<file path="config.mk">
export PLATFORM = sky130hd
export DESIGN_NAME = user_wb_interconnect
export DESIGN_NICKNAME = d
export VERILOG_FILES = /design/src/rtl/user_wb_pkg.sv /design/src/rtl/user_wb_addr_decode.sv /design/src/rtl/user_wb_interconnect.sv
export SDC_FILE = /design/constraint.sdc
export NUM_CORES = 1
export LEC_CHECK = 0
export CAP_MARGIN = 20
export CELL_PAD_IN_SITES_DETAIL_PLACEMENT = 1
export CELL_PAD_IN_SITES_GLOBAL_PLACEMENT = 1
export CORE_MARGIN = 2
export CORE_UTILIZATION = 32
export DETAILED_ROUTE_END_ITERATION = 10
export PLACE_DENSITY_LB_ADDON = 0.05
export SYNTH_ARGS = -nofsm -noshare
export SYNTH_HDL_FRONTEND = slang
export SYNTH_SLANG_ARGS = --single-unit
</file>
<file path="constraint.sdc">
create_clock -name wb_clk_i -period 5.5 [get_ports wb_clk_i]
set_input_delay 1.1 -clock wb_clk_i [delete_from_list [all_inputs] [get_ports wb_clk_i]]
set_output_delay 1.1 -clock wb_clk_i [all_outputs]
set_load 0.05 [all_outputs]
</file>
<file path="src/rtl/user_wb_pkg.sv">
// Shared types and constants for the user-project Wishbone interconnect.
// Holds the bus widths, the default sub-block base addresses and the FSM state type.
package user_wb_pkg;

  localparam int WB_DW = 32;
  localparam int WB_AW = 32;

  localparam logic [11:0] FIR_BASE   = 12'h320;
  localparam logic [11:0] MM_BASE    = 12'h340;
  localparam logic [11:0] SDRAM_BASE = 12'h380;

  typedef enum logic [1:0] {
    IDLE,
    BUSY,
    RESP
  } wb_state_e;

  // Error counter sticks at all-ones instead of wrapping back to zero.
  function automatic logic [15:0] sat_inc16(input logic [15:0] v);
    return (v == 16'hFFFF) ? v : v + 16'd1;
  endfunction

endpackage

</file>
<file path="src/rtl/user_wb_addr_decode.sv">
// Combinational decoder: compares the upper address tag against each slave base.
// When several bases match, the lowest slave index wins.
module user_wb_addr_decode
  import user_wb_pkg::*;
#(
  parameter int                     N_SLV      = 3,
  parameter int                     DEC_W      = 12,
  parameter int                     IDX_W      = 2,
  parameter logic [N_SLV*DEC_W-1:0] BASE_ADDRS = {SDRAM_BASE, MM_BASE, FIR_BASE}
) (
  input  logic [DEC_W-1:0] tag,
  output logic             hit,
  output logic [IDX_W-1:0] idx
);

  always_comb begin
    // NOTE: defaults first so no path leaves hit/idx unassigned (no latch).
    hit = 1'b0;
    idx = '0;
    // Scan downwards so the last match written is the lowest index.
    for (int k = N_SLV - 1; k >= 0; k--) begin
      if (tag == BASE_ADDRS[k*DEC_W +: DEC_W]) begin
        hit = 1'b1;
        idx = IDX_W'(k);
      end
    end
  end

endmodule

</file>
<file path="src/rtl/user_wb_interconnect.sv">
// Wishbone slave-side interconnect: routes one master transaction to one of N_SLV
// sub-blocks and adds unmapped-address errors, a timeout watchdog and abort handling.
module user_wb_interconnect
  import user_wb_pkg::*;
#(
  parameter int                     N_SLV      = 3,
  parameter int                     DEC_W      = 12,
  parameter logic [N_SLV*DEC_W-1:0] BASE_ADDRS = {SDRAM_BASE, MM_BASE, FIR_BASE},
  parameter int                     TIMEOUT    = 255,
  parameter logic [WB_DW-1:0]       ERR_DATA   = 32'hDEAD_BEEF
) (
  input  logic                   wb_clk_i,
  input  logic                   wb_rst_i,
  input  logic                   wbs_cyc_i,
  input  logic                   wbs_stb_i,
  input  logic                   wbs_we_i,
  input  logic [3:0]             wbs_sel_i,
  input  logic [WB_AW-1:0]       wbs_adr_i,
  input  logic [WB_DW-1:0]       wbs_dat_i,
  output logic                   wbs_ack_o,
  output logic [WB_DW-1:0]       wbs_dat_o,
  output logic [N_SLV-1:0]       s_cyc_o,
  output logic [N_SLV-1:0]       s_stb_o,
  output logic                   s_we_o,
  output logic [3:0]             s_sel_o,
  output logic [WB_AW-1:0]       s_adr_o,
  output logic [WB_DW-1:0]       s_dat_o,
  input  logic [N_SLV-1:0]       s_ack_i,
  input  logic [N_SLV*WB_DW-1:0] s_dat_i,
  output logic                   err_o,
  output logic [15:0]            err_count_o
);

  localparam int IDX_W = (N_SLV > 1) ? $clog2(N_SLV) : 1;
  localparam int CNT_W = $clog2(TIMEOUT + 1);
  localparam logic [CNT_W-1:0] TMO_LAST = CNT_W'(TIMEOUT - 1);

  wb_state_e        state;
  logic [IDX_W-1:0] sel_idx;
  logic [CNT_W-1:0] tmo_cnt;
  logic [N_SLV-1:0] slv_req;
  logic             dec_hit;
  logic [IDX_W-1:0] dec_idx;

  user_wb_addr_decode #(
    .N_SLV      (N_SLV),
    .DEC_W      (DEC_W),
    .IDX_W      (IDX_W),
    .BASE_ADDRS (BASE_ADDRS)
  ) u_dec (
    .tag (wbs_adr_i[WB_AW-1 -: DEC_W]),
    .hit (dec_hit),
    .idx (dec_idx)
  );

  // Cycle and strobe are always raised and dropped together.
  assign s_cyc_o = slv_req;
  assign s_stb_o = slv_req;

  always_ff @(posedge wb_clk_i or posedge wb_rst_i) begin
    if (wb_rst_i) begin
      // NOTE: non-blocking assignments for every piece of sequential state.
      state       <= IDLE;
      sel_idx     <= '0;
      tmo_cnt     <= '0;
      slv_req     <= '0;
      s_we_o      <= 1'b0;
      s_sel_o     <= '0;
      s_adr_o     <= '0;
      s_dat_o     <= '0;
      wbs_ack_o   <= 1'b0;
      wbs_dat_o   <= '0;
      err_o       <= 1'b0;
      err_count_o <= '0;
    end else begin
      err_o <= 1'b0;
      case (state)
        IDLE: begin
          if (wbs_cyc_i && wbs_stb_i) begin
            if (dec_hit) begin
              sel_idx          <= dec_idx;
              s_we_o           <= wbs_we_i;
              s_sel_o          <= wbs_sel_i;
              s_adr_o          <= wbs_adr_i;
              s_dat_o          <= wbs_dat_i;
              slv_req          <= '0;
              slv_req[dec_idx] <= 1'b1;
              tmo_cnt          <= '0;
              state            <= BUSY;
            end else begin
              wbs_dat_o   <= ERR_DATA;
              wbs_ack_o   <= 1'b1;
              err_o       <= 1'b1;
              err_count_o <= sat_inc16(err_count_o);
              state       <= RESP;
            end
          end
        end
        BUSY: begin
          if (!wbs_cyc_i) begin
            slv_req <= '0;
            state   <= IDLE;
          end else if (s_ack_i[sel_idx]) begin
            slv_req   <= '0;
            wbs_dat_o <= s_we_o ? '0 : s_dat_i[int'(sel_idx)*WB_DW +: WB_DW];
            wbs_ack_o <= 1'b1;
            state     <= RESP;
          end else if (tmo_cnt == TMO_LAST) begin
            slv_req     <= '0;
            wbs_dat_o   <= ERR_DATA;
            wbs_ack_o   <= 1'b1;
            err_o       <= 1'b1;
            err_count_o <= sat_inc16(err_count_o);
            state       <= RESP;
          end else begin
            tmo_cnt <= tmo_cnt + 1'b1;
          end
        end
        RESP: begin
          wbs_ack_o <= 1'b0;
          wbs_dat_o <= '0;
          state     <= IDLE;
        end
        default: state <= IDLE;
      endcase
    end
  end

endmodule

</file>
==> flow_metrics.tcl <==
set metrics [dict create \
    die-height_um 149 \
    clockRootBuffer "clkbuf_16" \
    globalRoute.totalOverflow 0 \
    synth_enable_flop_cells 0 \
    tightestPinTransition_ns 1.01 \
    viasPerCell 4.91 \
    p_leak_nw 4.52 \
    place_area_sq_mm 0.00991 \
    fillerInstances 2218 \
    clk_pin_slew_worst_paths_ns 0.06 \
    violation_count_after_the_first_detailed_route_iteration 149 \
    gr-usage-all-layers_pct 19.5 \
    run_status "complete, no violations" \
    yosys_register_bits 134 \
    io_buffers 296 \
    pwr_density_cell_mw_per_mm2 350 \
    complex_gate_fraction_of_the_synthesized_area_pct 7.96 \
    avgSynthCellArea_sq_um 11.0 \
    layout.cell_area.non_filler_sq_mm 0.0105 \
    kind_of_capture_point_of_the_worst_setup_path "flip-flop" \
    cell_type_of_the_slowest_stage_on_the_worst_timing_path "a2111o_2" \
    max-clock-path-buffers 2 \
    timing.max_slew.rel_slack_pct 32.7 \
    skew_ns 0.0131 \
    pin_count 297 \
    cts_tree "built" \
    grt_max_degree 99 \
    crit_arrival_ns 3.58 \
    holdBufCountCts 0 \
    grt_setup_unrepaired "no" \
    final.min_clock_period_ns 3.28 \
    route.detailed.drc 0 \
    synthesis.area_sq_mm 0.00677 \
    layout_worst_path_cycle_share_pct 59.7 \
    cts-buffers-inserted 17 \
    floorplan.initialDensity_pct 32.4 \
    final.setup.tns_ns 0 \
    fin_hold_ws_ns 0.477 \
    wl_um 21700 \
    grt_pass1_wl_um 33900 \
    seq_area_frac_synth_pct 49.5 \
    syn_inst 615 \
    irDropWorstVdd_mv 0.256 \
    finalHoldViolations 0 \
    ctsResizeCount 0 \
    die_area_sq_mm 0.0223 \
    critPathKind "input port to flip-flop" \
    drt.antenna.violating_nets 0 \
    cell_by_cell_trace_of_the_critical_path "clkdlybuf4s50_1 > xor2_1 > o21ai_2 > nor3_1 > a2111o_2 > mux2_2" \
    route.vias.total 5821 \
    cts_setup_buffers 0 \
    syn2layout_area_growth_pct 55.1 \
    critical_path.max_fanout 33 \
    warning_count_from_the_yosys_run 0 \
    muxShareOfSynthArea_pct 21.7 \
    finalSetupViolations 0 \
    h-tree-depth 4 \
    antenna_found_initial 0 \
    grt_pass1_vias 6399 \
    globalplace.congestion 0.837 \
    max_clock_freq_mhz 304 \
    synth_fa_ha_area_share_pct 1.29 \
    maxCapViolCount 0 \
    dominant_combinational_cell_family_by_area_after_synthesis "multiplexers" \
    drive_above_1_share_pct 15.7 \
    timing.final.max_slew_violations 0 \
    critical_path_required_ns 5.80 \
    synth_fp_nets 794 \
    cts_sinks 134 \
    firstDrtPassIters 4 \
    fraction_of_synthesized_cell_area_in_xor_and_xnor_cells_pct 2.07 \
    routedWlPerCell_um 18.3 \
    share_of_async_settable_or_async_resettable_flops_after_synthesis_pct 100 \
    worst_path_largest_cell_delay_ns 0.81 \
    core_region_area_sq_mm 0.0209 \
    num-nets-final 1077 \
    startpoint_type "input port" \
    synthSimpleGateAreaFrac_pct 12.2 \
    yosys_most_used_dff "dfrtp_1" \
    clock_latency_ns 0.42 \
    hold_path.class "flip-flop to flip-flop" \
    antenna_cells 0 \
    core.rowCount 53 \
    fp.dieW_um 149 \
    place.detailed.hpwl_um 16100 \
    ys_types 54 \
]
-- cell usage after synthesis, drive strengths merged, types with 6 or more instances --
cell type	number	share of area, %
dfrtp	134	50
nand3	16	1.2
nand4	10	1.0
o21ai	31	2.3
nand2	60	3.3
nor2	21	1.2
xnor2	15	1.9
nor4	6	0.78
nor2b	8	0.74
mux2i	36	5.3
nor3	6	0.52
nor4b	8	1.0
clkbuf	19	1.1
mux2	97	16
a21oi	37	2.7
ha	7	1.3
o31ai	7	0.78
buf	18	2.1
inv	37	2.1
-- final timing paths --
kind | cells past startpoint | end | startpoint | slack (ns)
worst max-delay path | 6 | wbs_dat_o[17]$_DFFE_PP0P_ | wbs_adr_i[27] | 2.22
worst min-delay path | 1 | s_adr_o[28]$_DFFE_PP0P_ | s_adr_o[28]$_DFFE_PP0P_ | 0.48
worst max register to register | 6 | wbs_dat_o[17]$_DFFE_PP0P_ | state[1]$_DFFE_PP0P_ | 2.56
worst min register to register | 1 | s_adr_o[28]$_DFFE_PP0P_ | s_adr_o[28]$_DFFE_PP0P_ | 0.48
max in group asynchronous | 3 | s_adr_o[2]$_DFFE_PP0P_ | wb_rst_i | 3.18
min in group asynchronous | 2 | s_dat_o[19]$_DFFE_PP0P_ | wb_rst_i | 1.23
-- critical path, delay by kind of cell --
kind | cells | cell delay (ns)
multiplexers | 1 | 0.42
AND/OR/NAND/NOR | 1 | 0.25
buffers and inverters | 1 | 0.58
XOR/XNOR | 1 | 0.24
AO/OA/AOI/OAI | 2 | 0.95
-- state kept, by name, summed over array words and instances, names as in the netlist, 2 cells and up --
signal       count
tmo_cnt          8
state            2
err_count_o     16
s_dat_o         32
s_sel_o          4
s_cyc_o          3
s_adr_o         32
sel_idx          2
wbs_dat_o       32
-- report_power, final --
part | internal [mW] | leakage [nW] | switching (mW)
Combinational | 0.500 | 2.44 | 0.826
Clock | 0.681 | 0.289 | 0.468
Sequential | 1.12 | 1.80 | 0.0888
-- layout make-up --
| class | instances | area [sq um] | area share (%) |
|---|---|---|---|
| Sequential cell | 134 | 3350 | 31.9 |
| Multi-Input combinational cell | 407 | 3070 | 29.2 |
| Timing Repair Buffer | 301 | 3000 | 28.6 |
| Clock buffer | 18 | 429 | 4.09 |
| Tap cell | 275 | 344 | 3.28 |
| Clock inverter | 14 | 163 | 1.55 |
| Inverter | 37 | 144 | 1.37 |
-- layer usage --
metal  track usage (%)  up-vias  share of wire [%]
met1              22.5     2866                 39
met5                 0        -                  0
met3              7.65       24                9.7
met2              33.0      206                 49
li1                  -     2725                  -
met4              6.71        0                1.9
-- placed cells by master (no fill, tap or decap), drive strengths merged, types with 2 or more instances in the layout --
master         synthesis  final
clkinv                 0      3
nand3                 16     16
nor2                  21     21
o211ai                 3      3
inv                   37     45
mux2i                 36     36
or2                    3      3
or3                    2      2
o21a                   3      3
buf                   18      5
nor2b                  8      8
a31oi                  3      3
clkdlybuf4s50          0    296
and2                   2      2
o22ai                  2      2
a211oi                 2      2
mux2                  97     97
o31ai                  7      7
nor4b                  8      8
and3                   3      3
nor3                   6      6
ha                     7      7
o21ai                 31     31
nor4                   6      6
dfrtp                134    134
nand2b                 4      4
nand2                 60     60
bufinv                 0      2
nor3b                  2      2
nand4                 10     10
clkbuf                19     18
nand4b                 2      2
a21oi                 37     37
xnor2                 15     15
-- cells by family after synthesis --
| kind of cell | Yosys count |
|---|---|
| flip-flops | 134 |
| adder cells (fa/ha/maj) | 7 |
| buffers and inverters | 74 |
| AO/OA/AOI/OAI | 93 |
| AND/OR/NAND/NOR | 158 |
| XOR/XNOR | 16 |
| multiplexers | 133 |
-- metrics by stage --
| step | utilization, % | setup slack, ns | power (mW) | instances |
|---|---|---|---|---|
| floorplan | - | 0.817 | 2.03 | 615 |
| global placement | 47.5 | 1.90 | 2.52 | 1154 |
| detailed placement | 47.5 | 1.78 | 2.56 | 1154 |
| CTS | 50.3 | 2.22 | 3.73 | 1186 |
| global route | 50.3 | 2.10 | 3.85 | 1186 |
| finish | 50.3 | 2.22 | 3.68 | 1186 |
(Power assumes the default switching activity.)
